### config.mk
export PLATFORM = sky130hd
export DESIGN_NAME = elevator_sched_fsm
export DESIGN_NICKNAME = d
export VERILOG_FILES = /design/src/rtl/elevator_pkg.sv /design/src/rtl/req_latch.sv /design/src/rtl/elevator_sched_fsm.sv
export SDC_FILE = /design/constraint.sdc
export NUM_CORES = 1
export LEC_CHECK = 0
export ABC_CLOCK_PERIOD_IN_PS = 3500
export CAP_MARGIN = 15
export CORE_MARGIN = 3
export CORE_UTILIZATION = 47
export CTS_CLUSTER_DIAMETER = 40
export CTS_CLUSTER_SIZE = 24
export DETAILED_ROUTE_END_ITERATION = 12
export PLACE_DENSITY_LB_ADDON = 0.25
export SYNTH_ARGS = -nofsm -noshare
export SYNTH_HDL_FRONTEND = slang
export SYNTH_HIERARCHICAL = 1
export SYNTH_SLANG_ARGS = --single-unit
### constraint.sdc
create_clock -name CP -period 3.5 [get_ports CP]
set_clock_uncertainty 0.05 [all_clocks]
set_input_delay 0.7 -clock CP [delete_from_list [all_inputs] [get_ports CP]]
set_output_delay 0.7 -clock CP [all_outputs]
set_load 0.03 [all_outputs]
### src/rtl/elevator_pkg.sv
// Shared types and constants for the 4-storey elevator scheduler.
package elevator_pkg;

    localparam int NFLOOR       = 4;
    localparam int FLOOR_W      = 2;
    localparam int HOME_TIMEOUT = 40;

    typedef logic [FLOOR_W-1:0] floor_t;
    typedef logic [NFLOOR-1:0]  fmask_t;

    typedef enum logic [2:0] {
        ST_IDLE,
        ST_RUN,
        ST_ARRIVE,
        ST_OPEN,
        ST_CLOSE
    } state_e;

    function automatic fmask_t floor_bit(input floor_t f);
        return fmask_t'(1) << f;
    endfunction

endpackage

### src/rtl/req_latch.sv
// Pending-request register bank for the elevator scheduler, plus the
// above/below/here summaries relative to the current floor.
module req_latch
    import elevator_pkg::*;
(
    input  logic   CP,
    input  logic   nCR,
    input  fmask_t set_i,
    input  logic   absorb_i,
    input  logic   enter_open_i,
    input  floor_t floor_i,
    output fmask_t pend_o,
    output logic   above_o,
    output logic   below_o,
    output logic   here_o
);

    fmask_t pend_q, pend_d;
    fmask_t here_m;

    assign here_m = floor_bit(floor_i);

    // While the door is open the current floor is absorbed (clear wins);
    // on the entry cycle a simultaneous new request still wins.
    always_comb begin
        pend_d = pend_q | set_i;
        if (absorb_i) begin
            pend_d = (pend_q | set_i) & ~here_m;
        end else if (enter_open_i) begin
            pend_d = (pend_q & ~here_m) | set_i;
        end
    end

    always_ff @(posedge CP or negedge nCR) begin
        if (!nCR) begin
            pend_q <= '0;
        end else begin
            pend_q <= pend_d;
        end
    end

    always_comb begin
        above_o = 1'b0;
        below_o = 1'b0;
        for (int i = 0; i < NFLOOR; i++) begin
            if (i > int'(floor_i)) above_o = above_o | pend_q[i];
            if (i < int'(floor_i)) below_o = below_o | pend_q[i];
        end
    end

    assign here_o = |(pend_q & here_m);
    assign pend_o = pend_q;

endmodule

### src/rtl/elevator_sched_fsm.sv
// SCAN scheduling FSM for the 4-storey elevator; drives the run and open timers.
// Optional idle homing to floor 0 is enabled by defining HOME_RETURN_EN.
//
// state     | meaning
// ----------+------------------------------------------------------------
// ST_IDLE   | parked, door closed, waiting for a pending request
// ST_RUN    | moving one floor, mv2nxt held until the run timer completes
// ST_ARRIVE | one cycle at the new floor so the run timer can clear
// ST_OPEN   | door cycle, opendoor held until the open timer completes
// ST_CLOSE  | one cycle after the door cycle so the open timer can clear
module elevator_sched_fsm
    import elevator_pkg::*;
(
    input  logic              CP,
    input  logic              nCR,
    input  logic [NFLOOR-1:0] car_req,
    input  logic [NFLOOR-1:0] up_req,
    input  logic [NFLOOR-1:0] dn_req,
    input  logic              endRun,
    input  logic              endOpen,
    output logic              mv2nxt,
    output logic              opendoor,
    output logic [FLOOR_W-1:0] floor,
    output logic              dir_up,
    output logic              busy,
    output logic [NFLOOR-1:0] pend
);

    state_e state_q, state_d;
    floor_t floor_q, floor_d;
    logic   dir_q, dir_d;
    logic   end_run_q, end_open_q;
    logic   mv_q, open_q, busy_q;

    fmask_t raw_req, home_req, set_vec;
    logic   above, below, here;
    logic   run_ev, open_ev, ahead, behind;

    assign raw_req = car_req | (up_req & 4'b0111) | (dn_req & 4'b1110);
    assign set_vec = raw_req | home_req;
    assign run_ev  = endRun  & ~end_run_q;
    assign open_ev = endOpen & ~end_open_q;
    assign ahead   = dir_q ? above : below;
    assign behind  = dir_q ? below : above;

`ifdef HOME_RETURN_EN
    localparam int HCW = $clog2(HOME_TIMEOUT);

    logic [HCW-1:0] home_cnt_q, home_cnt_d;
    logic           home_arm;

    assign home_arm = (state_q == ST_IDLE) && (pend == '0) &&
                      (floor_q != '0) && (raw_req == '0);

    // Down-counter; terminal count injects a request for floor 0.
    always_comb begin
        home_cnt_d = HCW'(HOME_TIMEOUT - 1);
        home_req   = '0;
        if (home_arm) begin
            if (home_cnt_q == '0) begin
                home_req = fmask_t'(1);
            end else begin
                home_cnt_d = home_cnt_q - 1'b1;
            end
        end
    end

    always_ff @(posedge CP or negedge nCR) begin
        if (!nCR) begin
            home_cnt_q <= HCW'(HOME_TIMEOUT - 1);
        end else begin
            home_cnt_q <= home_cnt_d;
        end
    end
`else
    assign home_req = '0;
`endif

    req_latch u_req_latch (
        .CP           (CP),
        .nCR          (nCR),
        .set_i        (set_vec),
        .absorb_i     (state_q == ST_OPEN),
        .enter_open_i ((state_d == ST_OPEN) && (state_q != ST_OPEN)),
        .floor_i      (floor_q),
        .pend_o       (pend),
        .above_o      (above),
        .below_o      (below),
        .here_o       (here)
    );

    always_comb begin
        state_d = state_q;
        floor_d = floor_q;
        dir_d   = dir_q;
        case (state_q)
            ST_IDLE: begin
                if (here) begin
                    state_d = ST_OPEN;
                end else if (above) begin
                    dir_d   = 1'b1;
                    state_d = ST_RUN;
                end else if (below) begin
                    dir_d   = 1'b0;
                    state_d = ST_RUN;
                end
            end
            ST_RUN: begin
                if (run_ev) begin
                    if (dir_q) begin
                        floor_d = (floor_q == floor_t'(NFLOOR - 1)) ? floor_q : floor_q + 1'b1;
                    end else begin
                        floor_d = (floor_q == '0) ? floor_q : floor_q - 1'b1;
                    end
                    state_d = ST_ARRIVE;
                end
            end
            ST_ARRIVE, ST_CLOSE: begin
                // here is always clear in CLOSE because OPEN absorbed it
                if (here) begin
                    state_d = ST_OPEN;
                end else if (ahead) begin
                    state_d = ST_RUN;
                end else if (behind) begin
                    dir_d   = ~dir_q;
                    state_d = ST_RUN;
                end else begin
                    state_d = ST_IDLE;
                end
            end
            ST_OPEN: begin
                if (open_ev) state_d = ST_CLOSE;
            end
            default: state_d = ST_IDLE;
        endcase
    end

    always_ff @(posedge CP or negedge nCR) begin
        if (!nCR) begin
            state_q    <= ST_IDLE;
            floor_q    <= '0;
            dir_q      <= 1'b1;
            end_run_q  <= 1'b0;
            end_open_q <= 1'b0;
            mv_q       <= 1'b0;
            open_q     <= 1'b0;
            busy_q     <= 1'b0;
        end else begin
            state_q    <= state_d;
            floor_q    <= floor_d;
            dir_q      <= dir_d;
            end_run_q  <= endRun;
            end_open_q <= endOpen;
            mv_q       <= (state_d == ST_RUN);
            open_q     <= (state_d == ST_OPEN);
            busy_q     <= (state_d != ST_IDLE);
        end
    end

    assign mv2nxt   = mv_q;
    assign opendoor = open_q;
    assign busy     = busy_q;
    assign floor    = floor_q;
    assign dir_up   = dir_q;

endmodule

Word level (Yosys, flattened, before mapping)
Index checks and enable logic that the tools add are counted.
- latch bits: 0
- memories: 0
- word-level logic and storage cells: 88
- ROM bits: 0
- input port bits: 16
- memory bits (writable): 0
- output and inout port bits: 10
- register bits: 15
- magnitude comparators: 6
- reduce and logical (&&, ||, !) cells: 9
- eq/ne operators: 15
- $mul: 0
- multiplexer cells: 29
- divide/modulo/power cells: 0
- bitwise logic cells: 17
- shift operators: 1
- $add $sub $neg: 2
- operators by type and width (operator ; count):
    $mux 1 ; 16
    $mux 3 ; 5
    $and 4x4->4 ; 3
    $ne 2x2->1 const B ; 6
    $or 4x4->4 ; 3
    $pmux 3 s4 ; 1
    $eq 3x2->1 const B ; 3
    $mux 2 ; 4
    $mux 4 ; 2
    $eq 3x1->1 const B ; 2
    $reduce_and 6->1 ; 1
    $gt 2x2->1 const A ; 2
    $lt 1x2->1 const A ; 2
    $not 4->4 ; 1
    $or 1x1->1 ; 4
    $or 4x3->4 ; 1
    $reduce_and 4->1 ; 1
    $reduce_or 4->1 ; 1
    $shl 1x2->4 const A ; 1
    $eq 3x3->1 const B ; 1
    $logic_not 3->1 ; 1
    $ne 3x2->1 const B ; 1
    $ne 3x3->1 const B ; 1
    $not 1->1 ; 3
    other kinds (12) ; 13

Depth between registers and ports, before layout
- depth in word-level cells: 15
- depth in mapped cells: 6
- depth with buffers taken out: 6

Cells and area by module
Netlist, hierarchy kept.
- modules (own cells, without submodules) (module ; cells an instance ; area each (µm²) ; instances ; seq. area each (µm²)):
    elevator_sched_fsm ; 49 ; 536.8 ; 1 ; 276.5
    req_latch ; 25 ; 240.2 ; 1 ; 100.1

Worst setup path before layout
Ideal clock, no wire load.
- kind: flip-flop to flip-flop
- start point: register floor_q[0] (netlist: floor[0])
- end point: register busy_q (netlist: busy)
- data arrival time: 1.818 ns
- data required time: 3.316 ns
- setup time: 0.134 ns
- clock period less this slack: 2.002 ns
- path buffers: 0
- path slack: 1.498 ns
- stages on the path, launching flop included: 4
- cells stage by stage: dfrtp_1 -> mux4_1 -> o31ai_1 -> nand2_1
- elaborated cells between the ends (all ways): 29
- classes of those cells: 6 x order compare; 1 x shift; 15 x mux; 5 x bitwise; 2 x reduce/logical
- RTL lines (what ; line ; source):
    start: declaration ; elevator_sched_fsm.sv:30 ; floor_t floor_q, floor_d;
    start signal: assignment ; elevator_sched_fsm.sv:150 ; floor_q <= floor_d;
    $shl 1x2->4 * ; elevator_pkg.sv:20 ; return fmask_t'(1) << f;
    $and 4x4->4 * ; req_latch.sv:51 ; assign here_o = |(pend_q & here_m);
    $reduce_or 4->1 * ; req_latch.sv:51 ;
    net here ; elevator_sched_fsm.sv:36 ; logic above, below, here;
    $mux 2 or $mux 3 (tied branches) ; elevator_sched_fsm.sv:120, elevator_sched_fsm.sv:98 ;
    $pmux 3 s4 * ; elevator_sched_fsm.sv:96 ; case (state_q)
    $reduce_bool 3->1 * ; elevator_sched_fsm.sv:156 ; busy_q <= (state_d != ST_IDLE);
    end signal: assignment ; elevator_sched_fsm.sv:156 ;
    end: declaration ; elevator_sched_fsm.sv:33 ; logic mv_q, open_q, busy_q;
Mark *: on every way through the listed nets, which the timed path passes. The rest lies on a longest branch.
A chain may end at the register's enable or synchronous reset.

Final worst setup path
- start point: register floor_q[0] (netlist: floor[0])
- end point: output floor[0]
- RTL lines (what ; line ; source):
    end: declaration ; elevator_sched_fsm.sv:23 ; output logic [FLOOR_W-1:0] floor,
No word-level cell between the ends.

==> qor.yml <==
cp.required_ns: 2.75
p_sw_uw: 409.8
syn2layout_area_growth_pct: 35.59
totalWireLength_um: 1742
drive_gt1_share_pct: 9.901
cts.repair.resized: 0
async_flop_share_pct: 100.0
maxSlewViolCount: 0
finalNetCount: 118
leakagePower_nw: 0.4219
syn_inst: 74
grt_most_used_layer: "met2"
slowest_stage: "clkdlybuf4s50_1"
cpPeakStageDelay_ns: 0.75
grt.overflow.total: 0
hold_path_class: "reg -> reg"
swShare_pct: 44.81
synth_top_area_share_pct: 45.09
max_freq_mhz: 422.5
gp_congestion: 0.8615
via_per_inst: 6.026
synth_cell_type_count: 33
clk_pin_slew_ns: 0.09
seq_area_frac_synth_pct: 48.47
cts_tree: "yes"
met3_usage_pct: 3.516
finalWorstPathRequiredPeriod_ns: 2.367
p_seq_share_pct: 36.7
antenna_found_initial: 0
drt-initial-drc-count: 13
wl_per_cell_um: 14.89
synth.net_count: 90
cts_max_level: 1
cp.arrival_ns: 1.62
fin_crit_sh_pct: 67.63
fillCellCount: 135
core_sq_um: 1524
grt_pass1_vias: 613
ir_worst_vdd_uv: 392.1
vias: 705
syn-cell-area_sq_um: 777.0
tightest_slew_ns: 0.6717
ys_top_cells_by_count: "14 x dfrtp_1, 6 x a21oi_1, 6 x inv_1"
place_hpwl_um: 1239
cts_setup_buffers: 0
worst-path-buf-inv: 1
setup_viol: 0
met2_usage_pct: 27.47
fin_ws_ns: 1.133
status: "finished, final reports clean"
initial_core_util_pct: 50.99
p_int_uw: 504.8
pwr-share-comb_pct: 52.4
grt_use_met1_pct: 21.48
grt_max_degree: 16
drv_cap: 0
ys_ff_latch: 15
synthTopCellsByArea: "dfrtp_1 45%, a21oi_1 3.9%, dfstp_2 3.4%, mux4_1 3.4%, a31oi_1 3.2%"
path_max_fanout: 14
pre_cts_ws_ns: 1.434
avgSynthCellArea_sq_um: 10.50
grt_pass1_wl_um: 2601
synth_edf_count: 0
first_pass_iters: 4
p_per_area_nw_per_um2: 868.1
cts_root_buffer: "clkbuf_4"
drc: 0
path_cells: "clkdlybuf4s50_1"
cts_made_buffers: 3
track_usage_pct: 17.29
ios: 26
fin_setup_tns_ns: 0
rsz0062_at_grt: "false"
num_antenna_cells: 0
clockBufferDepth: 2
hold_viol_final: 0
slew-limit-headroom_pct: 55.08
critPathKind: "reg -> out"
dieArea_sq_um: 2177
cp-end-kind: "output pin"
yosysTopAreaCell: "dfrtp_1"
port_buffers: 23
die-width_um: 46.66
cts_sinks: 15
rows: 14
synth_ff_type: "dfrtp_1"
cts_hold_buf: 0
synth_most_common_cell: "dfrtp_1"
clkLatencyLatePin_ns: 0.29
startpoint_type: "flop"
cpLargestDelayFamily: "buffers and inverters"
synth_warnings: 6
antenna_left: 0
r2r_setup_slack_ns: 1.44
die_h_um: 46.66
p_clk_share_pct: 11.0
cells in the final DEF (no fill, tap or decap), types with 2 or more instances in the layout:
cell type / Yosys / layout
a211o_1: 2 / 2
a21oi_1: 6 / 6
a31oi_1: 4 / 4
and2_1: 3 / 3
clkbuf_4: 0 / 3
clkdlybuf4s50_1: 0 / 23
dfrtp_1: 14 / 14
inv_1: 6 / 6
nand2_1: 3 / 3
nand2b_1: 3 / 3
nor2_1: 5 / 5
o21ai_0: 2 / 2
o32a_1: 2 / 2
or2_2: 2 / 2
or3_1: 2 / 2
logic make-up after synthesis:
kind of cell	after synthesis	synth area share, %
buf+inv	6	2.898
mux	1	3.382
compound gates	24	22.22
simple gates	27	21.74
flops	15	48.47
fa+ha+maj	1	1.288
per-layer routing:
metal / wire, um / vias to the layer above
met2: 831 / 30
met4: 26 / 0
li1: - / 331
met3: 115 / 4
met1: 768 / 340
met5: 0 / -
path summary, 6_finish.rpt:
check	start	endpoint	cells past startpoint
max	floor[0]	floor[0]	1
min	dir_up	dir_up	1
max reg2reg	floor[0]	state_q[0]	3
min reg2reg	dir_up	dir_up	1
max in group asynchronous	nCR	opendoor	1
min in group asynchronous	nCR	u_req_latch/pend_o[2]	1
power by group through the flow:
stage | logic, mW | clock network (mW) | registers (mW)
finish | 0.479 | 0.100 | 0.335
global route | 0.516 | 0.113 | 0.344
detailed placement | 0.477 | 0 | 0.337
global placement | 0.471 | 0 | 0.334
CTS | 0.481 | 0.104 | 0.333
floorplan | 0.220 | 0 | 0.417
registers in the layout (all words and copies together), names as in the netlist:
name and count:
u_req_latch/pend_o 4, state_q 3, floor 2, busy 1, dir_up 1, end_open_q 1
end_run_q 1, mv2nxt 1, opendoor 1
worst reg2reg max path, cell delays in order (launching register included):
cell,delay (ns)
dfrtp_1,0.58
mux4_1,0.69
o31ai_1,0.51
nand2_1,0.09
final cells by class:
cell class / count / area (sq um) / area share (%)
timing repair buffer: 23 / 230.2 / 21.85
clock buffer: 4 / 26.28 / 2.494
multi-input combinational: 53 / 377.9 / 35.87
inverter: 6 / 22.52 / 2.138
sequential: 15 / 376.6 / 35.75
tap: 16 / 20.02 / 1.900
metrics by stage:
stage          hold slack (ns)  total power [mW]  cell area [sq um]  utilization [%]  instances
2_1_floorplan           0.3544            0.6375              777.0                -         74
3_3_place_gp            0.4553            0.8053               1027            67.41        113
3_5_place_dp            0.4609            0.8146               1027            67.41        113
4_1_cts                 0.4748            0.9187               1054            69.13        117
5_1_grt                 0.4877            0.9729               1054            69.13        117
6_report                0.4701            0.9145               1054            69.13        117
Note: power is estimated with default switching activity, not from simulation.
